File: src/rtl/hash_rd_agu_if.sv
// Read request channel from the hash read AGU to the sample RAM / consumer.
// master drives address and lane; slave returns ready.
interface hash_rd_agu_if;
    logic        rd_valid;
    logic        rd_ready;
    logic [11:0] rd_addr;
    logic [2:0]  rd_bias;

    modport master (
        output rd_valid,
        output rd_addr,
        output rd_bias,
        input  rd_ready
    );

    modport slave (
        input  rd_valid,
        input  rd_addr,
        input  rd_bias,
        output rd_ready
    );
endinterface

File: src/rtl/hash_rd_agu.sv
// Read-side address generator for the FrodoKEM hash output buffers.
// Optional beat counter output: define HASH_RD_AGU_BEATCNT_EN.
module hash_rd_agu #(
    parameter int RD_LAT = 1,
    parameter int NBAR   = 8
) (
    input  logic        clk,
    input  logic        rstn,
    input  logic        start,
    input  logic        abort,
    input  logic [2:0]  mode,
    input  logic [1:0]  level,
    input  logic [11:0] len_b,
    hash_rd_agu_if.master rd,
    output logic        tag_valid,
    output logic [2:0]  tag_bias,
    output logic        busy,
    output logic        done,
`ifdef HASH_RD_AGU_BEATCNT_EN
    output logic [15:0] beat_cnt,
`endif
    output logic        start_err
);

    typedef enum logic [1:0] {IDLE, RUN, DRAIN} state_t;

    localparam logic [2:0] BMAX = 3'(NBAR - 1);
    localparam logic [RD_LAT-1:0] TAG_TOP = RD_LAT'(1 << (RD_LAT - 1));

    state_t                  state_q, state_d;
    logic [2:0]              mode_q, mode_d;
    logic [11:0]             last_q, last_d;
    logic [11:0]             cnt_q, cnt_d;
    logic [2:0]              bias_q, bias_d;
    logic                    err_q, err_d;
    logic [RD_LAT-1:0]       tag_v_q, tag_v_d;
    logic [RD_LAT-1:0][2:0]  tag_b_q, tag_b_d;

    logic        fire;
    logic        mode_ok;
    logic        is_last;
    logic [11:0] lvl_last;

    assign rd.rd_valid = (state_q == RUN);
    assign rd.rd_bias  = bias_q;
    assign rd.rd_addr  = (mode_q == 3'b101) ? {cnt_q[10:0], 1'b0} : cnt_q;
    assign fire        = rd.rd_valid & rd.rd_ready;

    assign busy      = (state_q != IDLE);
    assign start_err = err_q;
    assign tag_valid = tag_v_q[RD_LAT-1];
    assign tag_bias  = tag_b_q[RD_LAT-1];
    assign done      = (state_q == DRAIN) && (tag_v_q == TAG_TOP) && !abort;

    // decode mode validity, level bound and final-beat condition
    always_comb begin
        mode_ok  = (mode == 3'b000) || (mode == 3'b001) ||
                   (mode == 3'b100) || (mode == 3'b101);
        lvl_last = 12'd0;
        case (level)
            2'b01:   lvl_last = 12'd1343;
            2'b10:   lvl_last = 12'd975;
            2'b11:   lvl_last = 12'd639;
            default: lvl_last = 12'd0;
        endcase
        is_last = 1'b1;
        case (mode_q)
            3'b000,
            3'b001:  is_last = (cnt_q == last_q) && (bias_q == BMAX);
            3'b100:  is_last = (cnt_q == last_q);
            3'b101:  is_last = (cnt_q == last_q) && (bias_q == 3'd7);
            default: is_last = 1'b1;
        endcase
    end

    // next-state, walk counters and tag shift register
    always_comb begin
        state_d = state_q;
        mode_d  = mode_q;
        last_d  = last_q;
        cnt_d   = cnt_q;
        bias_d  = bias_q;
        err_d   = 1'b0;
        tag_v_d = '0;
        tag_b_d = '0;
        tag_v_d[0] = fire;
        tag_b_d[0] = fire ? bias_q : 3'd0;
        for (int i = 1; i < RD_LAT; i++) begin
            tag_v_d[i] = tag_v_q[i-1];
            tag_b_d[i] = tag_b_q[i-1];
        end
        unique case (state_q)
            IDLE: begin
                if (start) begin
                    if (mode_ok) begin
                        state_d = RUN;
                        mode_d  = mode;
                        last_d  = (mode == 3'b100) ? len_b : lvl_last;
                        cnt_d   = 12'd0;
                        bias_d  = 3'd0;
                    end else begin
                        err_d = 1'b1;
                    end
                end
            end
            RUN: begin
                if (fire) begin
                    if (is_last) begin
                        state_d = DRAIN;
                    end else begin
                        case (mode_q)
                            3'b000: begin
                                if (cnt_q == last_q) begin
                                    cnt_d  = 12'd0;
                                    bias_d = bias_q + 3'd1;
                                end else begin
                                    cnt_d = cnt_q + 12'd1;
                                end
                            end
                            3'b001: begin
                                if (bias_q == BMAX) begin
                                    bias_d = 3'd0;
                                    cnt_d  = cnt_q + 12'd1;
                                end else begin
                                    bias_d = bias_q + 3'd1;
                                end
                            end
                            3'b100: cnt_d = cnt_q + 12'd1;
                            3'b101: begin
                                if (!bias_q[0]) begin
                                    bias_d = bias_q | 3'd1;
                                end else if (cnt_q == last_q) begin
                                    cnt_d  = 12'd0;
                                    bias_d = bias_q + 3'd1;
                                end else begin
                                    cnt_d  = cnt_q + 12'd1;
                                    bias_d = bias_q & 3'b110;
                                end
                            end
                            default: state_d = DRAIN;
                        endcase
                    end
                end
            end
            DRAIN: begin
                if (tag_v_q == TAG_TOP) begin
                    state_d = IDLE;
                end
            end
            default: state_d = IDLE;
        endcase
        if (abort) begin
            state_d = IDLE;
            mode_d  = 3'd0;
            last_d  = 12'd0;
            cnt_d   = 12'd0;
            bias_d  = 3'd0;
            err_d   = 1'b0;
            tag_v_d = '0;
            tag_b_d = '0;
        end
    end

    // state and counter registers
    always_ff @(posedge clk or negedge rstn) begin
        if (!rstn) begin
            state_q <= IDLE;
            mode_q  <= 3'd0;
            last_q  <= 12'd0;
            cnt_q   <= 12'd0;
            bias_q  <= 3'd0;
            err_q   <= 1'b0;
            tag_v_q <= '0;
            tag_b_q <= '0;
        end else begin
            state_q <= state_d;
            mode_q  <= mode_d;
            last_q  <= last_d;
            cnt_q   <= cnt_d;
            bias_q  <= bias_d;
            err_q   <= err_d;
            tag_v_q <= tag_v_d;
            tag_b_q <= tag_b_d;
        end
    end

`ifdef HASH_RD_AGU_BEATCNT_EN
    logic [15:0] beat_q, beat_d;

    // saturating count of fires since the last accepted start
    always_comb begin
        beat_d = beat_q;
        if (fire && (beat_q != 16'hFFFF)) beat_d = beat_q + 16'd1;
        if ((state_q == IDLE) && start && mode_ok) beat_d = 16'd0;
        if (abort) beat_d = 16'd0;
    end

    // beat counter register
    always_ff @(posedge clk or negedge rstn) begin
        if (!rstn) beat_q <= 16'd0;
        else       beat_q <= beat_d;
    end

    assign beat_cnt = beat_q;
`endif

endmodule

File: src/flat_wrapper.sv
// flat-port wrapper written by rule: the top's interface ports become plain ports
module hash_rd_agu_flat 
#(
    parameter int RD_LAT = 1,
    parameter int NBAR   = 8
)
  (clk, rstn, start, abort, mode, level, len_b, tag_valid, tag_bias, busy, done, start_err, rd_rd_valid, rd_rd_addr, rd_rd_bias, rd_rd_ready);
  hash_rd_agu_if rd_i ();
  input  logic clk;
  input  logic rstn;
  input  logic start;
  input  logic abort;
  input  logic [2:0] mode;
  input  logic [1:0] level;
  input  logic [11:0] len_b;
  output logic tag_valid;
  output logic [2:0] tag_bias;
  output logic busy;
  output logic done;
  output logic start_err;
  output wire logic [$bits(rd_i.rd_valid)-1:0] rd_rd_valid;
  output wire logic [$bits(rd_i.rd_addr)-1:0] rd_rd_addr;
  output wire logic [$bits(rd_i.rd_bias)-1:0] rd_rd_bias;
  input wire logic [$bits(rd_i.rd_ready)-1:0] rd_rd_ready;
  assign rd_rd_valid = rd_i.rd_valid;
  assign rd_rd_addr = rd_i.rd_addr;
  assign rd_rd_bias = rd_i.rd_bias;
  assign rd_i.rd_ready = rd_rd_ready;
  hash_rd_agu #(.RD_LAT(RD_LAT), .NBAR(NBAR)) u_core (.clk(clk), .rstn(rstn), .start(start), .abort(abort), .mode(mode), .level(level), .len_b(len_b), .rd(rd_i), .tag_valid(tag_valid), .tag_bias(tag_bias), .busy(busy), .done(done), .start_err(start_err));
endmodule
File: config.mk
export PLATFORM = sky130hd
export DESIGN_NAME = hash_rd_agu_flat
export DESIGN_NICKNAME = d
export VERILOG_FILES = /design/src/rtl/hash_rd_agu_if.sv /design/src/rtl/hash_rd_agu.sv /design/src/flat_wrapper.sv
export SDC_FILE = /design/constraint.sdc
export NUM_CORES = 1
export LEC_CHECK = 0
export CAP_MARGIN = 10
export CORE_MARGIN = 8
export CORE_UTILIZATION = 47
export CTS_BUF_LIST = sky130_fd_sc_hd__clkbuf_8 sky130_fd_sc_hd__clkbuf_16
export CTS_CLUSTER_SIZE = 25
export DETAILED_ROUTE_END_ITERATION = 16
export PLACE_DENSITY_LB_ADDON = 0.25
export SETUP_SLACK_MARGIN = 0.2
export SYNTH_ARGS = -nofsm -noshare
export SYNTH_HDL_FRONTEND = slang
export SYNTH_SLANG_ARGS = --single-unit
File: constraint.sdc
create_clock -name clk -period 2.1 [get_ports clk]
set_clock_uncertainty 0.1 [all_clocks]
set_input_delay 0.42 -clock clk [delete_from_list [all_inputs] [get_ports clk]]
set_output_delay 0.42 -clock clk [all_outputs]
set_load 0.005 [all_outputs]
# Word-level counts from Yosys, hierarchy flattened

Cells that the tools add are included.

Register bits: 37
Bits in latches: 0
Memory bits (writable): 0
Memory bits (read-only): 0
Bits of input ports: 22
Output and inout port bits: 23
Logic and storage cells: 107
Memories kept: 0

Add/subtract/negate cells: 2
Multipliers: 0
Div/mod/pow operators: 0
Magnitude comparators: 0
Eq/ne operators: 25
Shifts and indexed selects: 0
Mux-type cells: 48
Bitwise operators: 1
Reductions and logical operators: 22

Operators by type and width:

| cell                                           | count |
|---|---|
| 2-to-1 mux 12 bit                              | 14 |
| one-hot mux 12 bit (4 select lines)            | 1 |
| 2-to-1 mux 3 bit                               | 15 |
| one-hot mux 11 bit (3 select lines)            | 1 |
| one-hot mux 12 bit (2 select lines)            | 1 |
| != test 4 bit (second input constant)          | 5 |
| == test 3 bit (second input constant)          | 5 |
| 2-to-1 mux 2 bit                               | 7 |
| adder 12 x 1 -> 12 bit (second input constant) | 1 |
| == test 12 bit                                 | 1 |
| != test 3 bit (second input constant)          | 3 |
| one-hot mux 3 bit (3 select lines)             | 1 |
| AND reduction 9 bit                            | 1 |
| AND reduction 8 bit                            | 1 |
| nonzero test 2 bit                             | 4 |
| AND reduction 7 bit                            | 1 |
| == test 2 bit (second input constant)          | 3 |
| == test 3 x 1 -> 1 bit (second input constant) | 2 |
| zero test 3 bit                                | 2 |
| != test 3 x 2 -> 1 bit (second input constant) | 2 |
| != test 6 bit (second input constant)          | 1 |
| one-hot mux 2 bit (3 select lines)             | 1 |
| one-hot mux 3 bit (2 select lines)             | 1 |
| 2-to-1 mux 1 bit                               | 5 |
| 14 further kinds                               | 19 |

# Depth between registers and ports, before layout

Gate-level depths: netlist of run 1.

Depth after elaboration: 8
Mapped depth: 9
Gate-level depth less buffers: 8

# Least setup slack after synthesis of run 1

No wires, ideal clock.

Path type: register to register
Start: reg u_core.cnt_q[3]
End: reg u_core.bias_q[2] (netlist: u_core.rd.rd_bias[2])
Library setup time: 0.122 ns
Data arrival time: 1.881 ns
Required time: 1.878 ns
Slack: -0.003 ns
Stages on the path, launching flop included: 8
Path buffers: 1
Period minus slack after synthesis: 2.103 ns
Cells stage by stage: dfrtp_1 buf_6 xnor2_4 nand4_4 or4b_4 a221oi_4 o21ai_1 a32o_1

Longest elaborated chain between the ends: 5
Elaborated cells between the ends (all ways): 7
Classes of those cells: eq/ne: 4; mux: 1; reduce/logical: 2

RTL lines:

| item                               | line                                 | text |
|---|---|---|
| start, declared                    | hash_rd_agu.sv:33                    | `logic [11:0] cnt_q, cnt_d;` |
| start signal, assigned             | hash_rd_agu.sv:179                   | `cnt_q <= cnt_d;` |
| == test 12 bit *                   | --                                   |  |
| logical AND 1 bit                  | hash_rd_agu.sv:69, hash_rd_agu.sv:71 |  |
| one-hot mux 1 bit (2 select lines) | hash_rd_agu.sv:67                    | `case (mode_q)` |
| != test 3 bit (no line)            | --                                   |  |
| AND reduction 9 bit (no line) *    | --                                   |  |
| end signal, assigned               | hash_rd_agu.sv:180                   | `bias_q <= bias_d;` |
| end, declared                      | hash_rd_agu.sv:34                    | `logic [2:0] bias_q, bias_d;` |

Mark *: on every way between the ends. The rest lies on a longest branch, timed or not.
A chain may end at the register's enable or synchronous reset.

# Worst setup path in the final report of run 1

Start: reg u_core.mode_q[0]
End: out rd_rd_addr[11]

Longest elaborated chain between the ends: 2

RTL lines:

| item                   | line               | text |
|---|---|---|
| start, declared        | hash_rd_agu.sv:31  | `logic [2:0] mode_q, mode_d;` |
| start signal, assigned | hash_rd_agu.sv:177 | `mode_q <= mode_d;` |
| == test 3 bit          | hash_rd_agu.sv:46  | `assign rd.rd_addr = (mode_q == 3'b101) ? {cnt_q[10:0], 1'b0} : cnt_q;` |
| 2-to-1 mux 12 bit      | hash_rd_agu.sv:46  |  |
| end, declared          | flat_wrapper.sv:22 | `output wire logic [$bits(rd_i.rd_addr)-1:0] rd_rd_addr;` |

Every way passes these cells.

==> metrics.csv, run 1 <==
stage;metric;value;unit
synthesis;Cells after Synth;239;
critical_path;critical path's most frequent cell;buf_6;
flow_run;max_cap viols;0;
status;status;finished with violations;
drt;DR pass1 iterations;4;
clocking;Root Driver;clkbuf_8;
min_path;Min-Delay Path Class;reg2reg;
die;Row Count;25;
drt;vias;2226;
global_route;largest net degree at the start of global routing;38;
power_and_ir_drop;Leakage;0.00167;uW
critical_path;R2R Setup Slk;-0.07;ns
placed_design;input/output buffers;44;
synthesis;mapped cell area;2320;um2
synthesis;Post-synth ARST share;100;%
critical_path;crit-path cells;inv_2 > nor2_4 > nand2_2 > buf_12 > buf_16 > buf_6 > mux2_4 > buf_6;
critical_path;slowest CP cell;dfrtp_1;
critical_path;arrival time worst endpoint;1.69;ns
sta;final-report setup violation count;13;
clocking;CTS Sinks;37;
sta;fin crit share;105;%
die;core area;4750;um2
global_route;first-pass GRT wire length;11300;um
clocking;CTS tree;built;
drt;DRC viols;0;
die;DIE AREA;7440;um2
finish;final-stage net count;371;
sta;Final min period;2.21;ns
sta;Least-Margin Pin Slew;0.493;ns
drt;final WL;6980;um
clocking;CTS clk-pin slew, worst paths;0.08;ns
power_and_ir_drop;Final Total Pwr;1920;uW
drt;uppermost layer routed;met4;
sta;relative slew slack;67.1;%
finish;Area Overhead vs Synth;57.7;%
global_route;vias in the first global route;2317;
drt;initial DRC count;114;
clocking;clock tree buffer depth;2;
die;Initial Utilization;48.8;%
critical_path;worst-path fanout max;4;
clocking;CTS H-tree lvls;2;
sta;setup slack after layout;-0.108;ns
placed_design;placed instance count;375;
sta;Final Hold Fails;0;
synthesis;Synth Register Bits;37;
synthesis;most frequent cell after synthesis;dfrtp_1;
sta;fmax;453;MHz
critical_path;Critical Path Source Type;flip-flop;
synthesis;largest area contributor in the netlist;dfrtp_1;
synthesis;Distinct cells, synth;50;
die;Top Ports;45;
power_and_ir_drop;worst vdd ir;0.000311;V
synthesis;EDFF count, synth;0;
drt;DR vias/cell;5.43;
finish;final core utilization;76.9;%
critical_path;critical path class;reg2out;
drt;met2 WL post-DR;3480;um
critical_path;critical path's largest stage delay;0.36;ns
finish;fin area;3660;um2
synthesis;sequential-to-total area share from yosys stat;39.9;%
finish;Finished Layout Cells;410;
synthesis;synth cell count leaders;37 x dfrtp_1, 30 x nand2_1, 16 x o21ai_0;
global_route;GR Overflow Total;0;
synthesis;Area contributors post-synth;dfrtp_1 40%, nand2_1 4.9%, mux2_2 4.4%;
sta;Final Max Tran Viols;0;
die;Die Y;86.2;um
power_and_ir_drop;cell area power density;525;nW/um2
finish;share of post-route cells with drive strength above 1;43.7;%
drt;Avg WL per Cell;17.0;um
synthesis;top_reg_cell synth;dfrtp_1;
synthesis;syn avg cell area;9.70;um2
drt;met1 WL;3010;um
global_route;GRT Resource Usage Total;19.1;%
critical_path;Crit. End Element;output pin;
critical_path;CP required;1.58;ns
synthesis;Yosys top cell area share;39.9;%
sta;unrepaired setup endpoints after global routing;true;
finish;diodes inserted;0;
global_route;initial antenna violation count;0;
clocking;clock latency on the worst-skew pair;0.29;ns
synthesis;Mapped Nets;268;
placed_design;dpl hpwl;4210;um
die;Die X-Extent;86.2;um
drt;Final ANT Viol Nets;0;
placed_design;GPL Wtd Cong;0.834;
status;failing checks;setup timing;
placed_design;placed cell area;3130;um2
synthesis;Yosys warnings;0;
drt;wire length on met3;360;um
clocking;CTS Buf Count;5;
## worst paths after layout
kind / startpoint / to / cells past startpoint
max in group asynchronous: rstn / u_core.cnt_q[0] / 2
max reg2reg: u_core.cnt_q[11] / u_core.rd.rd_bias[1] / 6
min in group asynchronous: rstn / u_core.tag_valid / 2
min reg2reg: u_core.tag_valid / u_core.state_q[1] / 1
min: u_core.tag_valid / u_core.state_q[1] / 1
max: u_core.mode_q[0] / rd_rd_addr[11] / 8
## stage by stage
step / setup WS [ns] / hold WS, ns / TNS [ns]
2_1_floorplan: 0.0143 / 0.0244 / 0
3_3_place_gp: -0.168 / 0.378 / -1.75
3_5_place_dp: -0.208 / 0.390 / -2.31
4_1_cts: -0.119 / 0.394 / -0.338
5_1_grt: -0.153 / 0.416 / -1.37
6_report: -0.108 / 0.397 / -0.578
## critical path, delay by kind of cell (launching register included)
kind,cells,cell delay (ns)
multiplexers,1,0.29
flip-flops,1,0.36
AND/OR/NAND/NOR,2,0.19
buffers and inverters,5,0.55
## report_power, final
part | switching (uW) | internal, uW
Clock | 269 | 472
Sequential | 17.6 | 731
Combinational | 193 | 237
Total | 480 | 1440
## sequential cells by signal, indices dropped and copies added, names as in the netlist
register / cells
u_core.start_err: 1
u_core.cnt_q: 12
u_core.tag_valid: 1
u_core.rd.rd_bias: 3
u_core.mode_q: 3
u_core.tag_bias: 3
u_core.last_q: 12
u_core.state_q: 2
## per-layer routing
metal | track usage [%] | vias up
met2 | 32.0 | 68
met1 | 23.6 | 1083
li1 | - | 1064
met3 | 4.16 | 11
met5 | 0 | -
met4 | 6.73 | 0
## cells by family after synthesis
family                   count (synthesis)  share of synthesized area [%]
AO/OA/AOI/OAI                           62                           18.7
AND/OR/NAND/NOR                         84                           19.9
adder cells (fa/ha/maj)                  7                           3.78
multiplexers                            13                           6.10
buffers and inverters                   23                           4.97
XOR/XNOR                                13                           6.69
flip-flops                              37                           39.9
## placed cells by master, fill, tap and decap left out, drive strengths merged, types with 2 or more instances in the layout
| master | n |
|---|---|
| ha | 7 |
| mux2 | 9 |
| clkbuf | 6 |
| nand2 | 30 |
| and2 | 6 |
| a22o | 2 |
| inv | 10 |
| o21a | 4 |
| a32o | 3 |
| nand2b | 4 |
| a21o | 3 |
| mux2i | 4 |
| nand4 | 6 |
| o31ai | 2 |
| nor3b | 2 |
| a21oi | 13 |
| dlygate4sd2 | 3 |
| a22oi | 3 |
| buf | 76 |
| nor2 | 8 |
| and3 | 10 |
| nor2b | 4 |
| nand3 | 10 |
| clkdlybuf4s50 | 28 |
| dfrtp | 37 |
| o22ai | 3 |
| o41ai | 2 |
| o21ai | 17 |
| nor3 | 2 |
| o2bb2ai | 2 |
| xnor2 | 12 |
| o311ai | 4 |
| bufinv | 2 |
## area by class of cell
type | instances | area, um2
Sequential cell | 37 | 931
Fill cell | 322 | 1100
Tap cell | 67 | 83.8
Inverter | 10 | 37.5
Multi-Input combinational cell | 180 | 1510
Clock inverter | 3 | 65.1
Clock buffer | 5 | 68.8
Timing Repair Buffer | 108 | 961
## repair_timing
action                                  CTS  global route
resized for setup                        97            15
gates cloned                              4             0
pin swaps                                15             6
endpoints found under the setup margin   30            28
endpoints found under the hold margin     0             0
setup buffers                            20             3
hold buffers                              0             0
(Power assumes the default switching activity.)
==> run 2, diff against run 1 <==
- CELL_PAD_IN_SITES_DETAIL_PLACEMENT: unset -> 2
- CELL_PAD_IN_SITES_GLOBAL_PLACEMENT: unset -> 2
- CORE_UTILIZATION: 47 -> 29
==> metrics.csv, run 2 (synthesis results as in run 1) <==
stage;metric;value;unit;change
die;Top Ports;45;;unchanged
drt;Avg WL per Cell;22.5;um;was 17.0 um
sta;unrepaired setup endpoints after global routing;true;;unchanged
critical_path;arrival time worst endpoint;2.45;ns;was 1.69 ns
sta;fmax;424;MHz;was 453 MHz
clocking;clock tree buffer depth;2;;unchanged
critical_path;critical path's largest stage delay;0.58;ns;was 0.36 ns
sta;Least-Margin Pin Slew;0.820;ns;was 0.493 ns
power_and_ir_drop;worst vdd ir;0.000263;V;was 0.000311 V
placed_design;placed instance count;416;;was 375
finish;Finished Layout Cells;449;;was 410
sta;fin crit share;112;%;was 105%
clocking;CTS H-tree lvls;2;;unchanged
critical_path;CP required;2.19;ns;was 1.58 ns
sta;Final min period;2.36;ns;was 2.21 ns
drt;DR vias/cell;5.08;;was 5.43
die;Initial Utilization;30.0;%;was 48.8%
die;Die X-Extent;105;um;was 86.2 um
critical_path;Critical Path Source Type;flip-flop;;unchanged
critical_path;slowest CP cell;or4b_4;;was dfrtp_1
finish;fin area;3800;um2;was 3660 um2
global_route;GRT Resource Usage Total;16.0;%;was 19.1%
power_and_ir_drop;Leakage;0.00169;uW;was 0.00167 uW
finish;commonest non-fill, non-tap cell in the layout;buf_4;;unchanged
min_path;Min-Delay Path Class;in2async;;was reg2reg
status;status;finished with violations;;unchanged
critical_path;FF-to-FF path depth;6;;unchanged
sta;final-report setup violation count;25;;was 13
drt;initial DRC count;43;;was 114
critical_path;Critical path buffers and inverters;0;;was 5
finish;Area Overhead vs Synth;63.9;%;was 57.7%
critical_path;critical path class;reg2reg;;was reg2out
critical_path;reg2reg end;u_core.rd.rd_bias[1];;unchanged
global_route;first-pass GRT wire length;14200;um;was 11300 um
critical_path;R2R Setup Slk;-0.26;ns;was -0.07 ns
power_and_ir_drop;Final Total Pwr;1790;uW;was 1920 uW
clocking;CTS tree;built;;unchanged
placed_design;placed cell area;3220;um2;was 3130 um2
sta;relative slew slack;45.3;%;was 67.1%
sta;setup slack after layout;-0.260;ns;was -0.108 ns
die;core area;7730;um2;was 4750 um2
finish;diodes inserted;0;;unchanged
placed_design;GPL Wtd Cong;0.722;;was 0.834
finish;most frequent cells in the layout;50 x buf_4, 32 x dfrtp_1, 29 x clkdlybuf4s50_1, 26 x nand2_1, 24 x buf_6;;was 49 x buf_4, 33 x dfrtp_1, 28 x clkdlybuf4s50_1, 27 x nand2_1, 15 x buf_6
clocking;CTS clk-pin slew, worst paths;0.08;ns;about the same
power_and_ir_drop;cell area power density;471;nW/um2;was 525 nW/um2
clocking;CTS Buf Count;5;;unchanged
drt;Final ANT Viol Nets;0;;unchanged
sta;Final Hold Fails;0;;unchanged
placed_design;dpl hpwl;5830;um;was 4210 um
drt;DRC viols;0;;unchanged
flow_run;max_cap viols;0;;unchanged
die;Row Count;32;;was 25
clocking;CTS Hold Bufs;0;;unchanged
finish;top flop regs;u_core.cnt_q (12), u_core.last_q (12);;unchanged
global_route;initial antenna violation count;0;;unchanged
drt;vias;2281;;was 2226
status;failing checks;setup timing;;unchanged
critical_path;crit-path cells;xnor2_1 > nand4_1 > or4b_4 > a221oi_4 > o21ai_2 > a32o_1;;was inv_2 > nor2_4 > nand2_2 > buf_12 > buf_16 > buf_6 > mux2_4 > buf_6
die;DIE AREA;11100;um2;was 7440 um2
critical_path;Worst path depth;6;;was 8
clocking;clock latency on the worst-skew pair;0.30;ns;was 0.29 ns
critical_path;Top delay family on crit path;simple AND/OR/NAND/NOR gates;;was buffers and inverters
global_route;vias in the first global route;2609;;was 2317
die;Die Y;105;um;was 86.2 um
clocking;CTS Sinks;37;;unchanged
drt;DR pass1 iterations;4;;unchanged
critical_path;worst-path fanout max;3;;was 4
drt;final WL;10100;um;was 6980 um
finish;final-stage net count;375;;was 371
critical_path;Crit. End Element;flip-flop;;was output pin
global_route;GR Overflow Total;0;;unchanged
placed_design;input/output buffers;44;;unchanged
sta;Hold WS;0.115;ns;was 0.397 ns
sta;Final Max Tran Viols;0;;unchanged
global_route;largest net degree at the start of global routing;34;;was 38
clocking;Root Driver;clkbuf_8;;unchanged
critical_path;worst r2r src;u_core.last_q[1];;was u_core.cnt_q[11]
finish;share of post-route cells with drive strength above 1;46.4;%;was 43.7%
run 2: cell count changes in the layout (fill, tap and decap cells not counted), sizes merged:
cell / previous run / this run
buf: 76 / 80
clkdlybuf4s50: 28 / 29
bufinv: 2 / 0
clkbuf: 6 / 8
dlygate4sd2: 3 / 2
run 2: cell type report:
class | instances | area, um2
Fill cell | 778 | 3930
Multi-Input combinational cell | 180 | 1580
Timing Repair Buffer | 112 | 1030
Sequential cell | 37 | 932
Tap cell | 102 | 128
Clock buffer | 7 | 96.3
Inverter | 10 | 37.5
Clock inverter | 1 | 5.00
run 2: worst max path at each step:
stage	to	from	slack (ns)
6_report	u_core.rd.rd_bias[1]	u_core.last_q[1]	-0.26
5_1_grt	u_core.rd.rd_bias[2]	u_core.last_q[1]	-0.32
4_1_cts	u_core.rd.rd_bias[1]	u_core.cnt_q[4]	-0.12
3_5_place_dp	u_core.rd.rd_bias[1]	start	-0.28
3_3_place_gp	u_core.rd.rd_bias[1]	start	-0.19
2_1_floorplan	u_core.rd.rd_bias[2]	u_core.cnt_q[7]	0.01
run 2: worst reg2reg max path: cells and delay by family (launching register included):
kind,cells,cell delay [ns]
AND/OR/NAND/NOR,2,0.80
AO/OA/AOI/OAI,3,0.70
flip-flops,1,0.41
XOR/XNOR,1,0.24
run 2: routing by layer:
metal | track usage, % | routed length, um
met4 | 6.32 | 244
met3 | 2.80 | 265
met2 | 27.9 | 5180
met1 | 19.0 | 4400
met5 | 0 | 0
run 2: report_power, final:
group	switching (uW)	internal [uW]
clock	281	297
sequential	22.5	731
combinational	219	240
total	522	1270
run 2: repair_timing:
action	in CTS	in global routing
gates cloned	4	0
buffers inserted	14	7
pin swaps	8	15
hold endpoints to repair	0	0
resized for setup	94	33
endpoints found under the setup margin	29	30
run 2: per-stage QoR:
step | worst slack, ns | TNS, ns | utilization (%)
after floorplan | 0.0143 | 0 | -
after global routing | -0.319 | -4.45 | 49.2
after CTS | -0.117 | -0.907 | 46.6
after global placement | -0.194 | -2.06 | 41.6
after detailed placement | -0.276 | -2.93 | 41.6
final | -0.260 | -2.40 | 49.2
==> run 3, diff against run 2 <==
- clock period: 2.1 -> 2 ns (I/O delays scaled with it)
==> metrics.csv, run 3 (synthesis results as in run 1) <==
stage;metric;value;unit;change
finish;final-stage net count;381;;was 375
global_route;first-pass GRT wire length;16200;um;was 14200 um
drt;vias;2383;;was 2281
placed_design;input/output buffers;44;;unchanged
sta;Least-Margin Pin Slew;0.467;ns;was 0.820 ns
sta;fin crit share;114;%;was 112%
finish;final core utilization;50.7;%;was 49.2%
sta;final-report setup violation count;27;;was 25
die;Die X-Extent;105;um;unchanged
clocking;CTS clk-pin slew, worst paths;0.09;ns;was 0.08 ns
clocking;CTS tree;built;;unchanged
power_and_ir_drop;worst vdd ir;0.000290;V;was 0.000263 V
clocking;clock tree buffer depth;2;;unchanged
finish;share of post-route cells with drive strength above 1;46.2;%;was 46.4%
critical_path;Critical path buffers and inverters;0;;unchanged
critical_path;crit-path cells;xnor2_4 > nand4_4 > or4b_4 > a221oi_4 > and2_1 > a32o_1;;was xnor2_1 > nand4_1 > or4b_4 > a221oi_4 > o21ai_2 > a32o_1
drt;initial DRC count;53;;was 43
sta;setup TNS;-2.94;ns;was -2.40 ns
clocking;CTS Buf Count;5;;unchanged
critical_path;CP required;2.15;ns;was 2.19 ns
status;status;finished with violations;;unchanged
sta;fmax;439;MHz;was 424 MHz
die;DIE AREA;11100;um2;unchanged
drt;Avg WL per Cell;24.0;um;was 22.5 um
sta;unrepaired setup endpoints after global routing;true;;unchanged
global_route;initial antenna violation count;0;;unchanged
placed_design;placed instance count;417;;was 416
drt;Final ANT Viol Nets;0;;unchanged
sta;relative slew slack;68.8;%;was 45.3%
global_route;GR Overflow Total;0;;unchanged
clocking;CTS H-tree lvls;2;;unchanged
clocking;Root Driver;clkbuf_8;;unchanged
die;Top Ports;45;;unchanged
finish;commonest non-fill, non-tap cell in the layout;buf_4;;unchanged
finish;diodes inserted;0;;unchanged
finish;fin area;3920;um2;was 3800 um2
critical_path;Crit. End Element;flip-flop;;unchanged
placed_design;GPL Wtd Cong;0.763;;was 0.722
sta;Final min period;2.28;ns;was 2.36 ns
status;failing checks;setup timing;;unchanged
finish;most frequent cells in the layout;50 x buf_4, 32 x dfrtp_1, 31 x buf_6, 26 x clkdlybuf4s50_1, 25 x nand2_1;;was 50 x buf_4, 32 x dfrtp_1, 29 x clkdlybuf4s50_1, 26 x nand2_1, 24 x buf_6
power_and_ir_drop;cell area power density;478;nW/um2;was 471 nW/um2
clocking;clock latency on the worst-skew pair;0.31;ns;was 0.30 ns
placed_design;dpl hpwl;5900;um;was 5830 um
sta;Final Hold Fails;0;;unchanged
drt;final WL;10900;um;was 10100 um
critical_path;arrival time worst endpoint;2.42;ns;was 2.45 ns
min_path;Min-Delay Path Class;in2async;;unchanged
sta;Hold WS;0.357;ns;was 0.115 ns
global_route;vias in the first global route;2786;;was 2609
critical_path;worst-path fanout max;3;;unchanged
power_and_ir_drop;Leakage;0.00184;uW;was 0.00169 uW
sta;setup slack after layout;-0.278;ns;was -0.260 ns
critical_path;critical path class;reg2reg;;unchanged
die;Row Count;32;;unchanged
die;Initial Utilization;30.0;%;unchanged
global_route;largest net degree at the start of global routing;38;;was 34
die;core area;7730;um2;unchanged
die;Die Y;105;um;unchanged
finish;top flop regs;u_core.cnt_q (12), u_core.last_q (12);;unchanged
critical_path;Top delay family on crit path;simple AND/OR/NAND/NOR gates;;unchanged
drt;DR pass1 iterations;4;;unchanged
finish;Finished Layout Cells;455;;was 449
finish;Area Overhead vs Synth;69.1;%;was 63.9%
critical_path;Critical Path Source Type;flip-flop;;unchanged
clocking;CTS Sinks;37;;unchanged
global_route;GRT Resource Usage Total;18.5;%;was 16.0%
critical_path;slowest CP cell;or4b_4;;unchanged
drt;DR vias/cell;5.24;;was 5.08
sta;Final Max Tran Viols;0;;unchanged
placed_design;placed cell area;3250;um2;was 3220 um2
flow_run;max_cap viols;0;;unchanged
drt;DRC viols;0;;unchanged
critical_path;critical path's largest stage delay;0.57;ns;was 0.58 ns
run 3: final cells by class:
class	count	area, um2
Multi-Input combinational cell	179	1590
Tap cell	102	128
Sequential cell	37	932
Clock inverter	3	13.8
Fill cell	762	3810
Clock buffer	5	68.8
Inverter	10	37.5
Timing Repair Buffer	119	1150
run 3: report_power, final:
part / switching [uW] / internal [uW]
Combinational: 242 / 268
Clock: 332 / 238
Sequential: 27.1 / 768
run 3: timing repair:
item | CTS | global route
setup buffers | 21 | 6
cloned | 3 | 0
resized for setup | 109 | 35
hold buffers | 0 | 0
pin swaps | 8 | 5
setup endpoints to repair | 34 | 36
run 3: metrics by stage:
stage | worst slack [ns] | power [uW]
2_1_floorplan | -0.0851 | 981
3_3_place_gp | -0.271 | 1160
3_5_place_dp | -0.364 | 1180
4_1_cts | -0.196 | 1800
5_1_grt | -0.342 | 1930
6_report | -0.278 | 1880
run 3: path summary, 6_finish.rpt:
| kind | from | to | slack [ns] | depth (start not counted) |
|---|---|---|---|---|
| max | u_core.cnt_q[5] | u_core.rd.rd_bias[1] | -0.28 | 6 |
| min | rstn | u_core.tag_valid | 0.36 | 2 |
| max reg2reg | u_core.cnt_q[5] | u_core.rd.rd_bias[1] | -0.28 | 6 |
| min reg2reg | u_core.last_q[8] | u_core.last_q[8] | 0.45 | 2 |
| max in group asynchronous | rstn | u_core.last_q[5] | 1.21 | 2 |
| min in group clk | u_core.last_q[8] | u_core.last_q[8] | 0.45 | 2 |
run 3: metal layers:
layer  wire (um)  global-route usage [%]  vias to the layer above
met1        4800                    21.6                     1226
li1            -                       -                     1086
met3         340                    3.23                       14
met5           0                       0                        -
met2        5620                    33.4                       57
met4         172                    6.12                        0
run 3: worst register-to-register path: cells and delay by family (launching register included):
| family | cells | cell delay, ns |
|---|---|---|
| simple gates | 3 | 0.91 |
| flops | 1 | 0.48 |
| xor+xnor | 1 | 0.22 |
| compound gates | 2 | 0.50 |
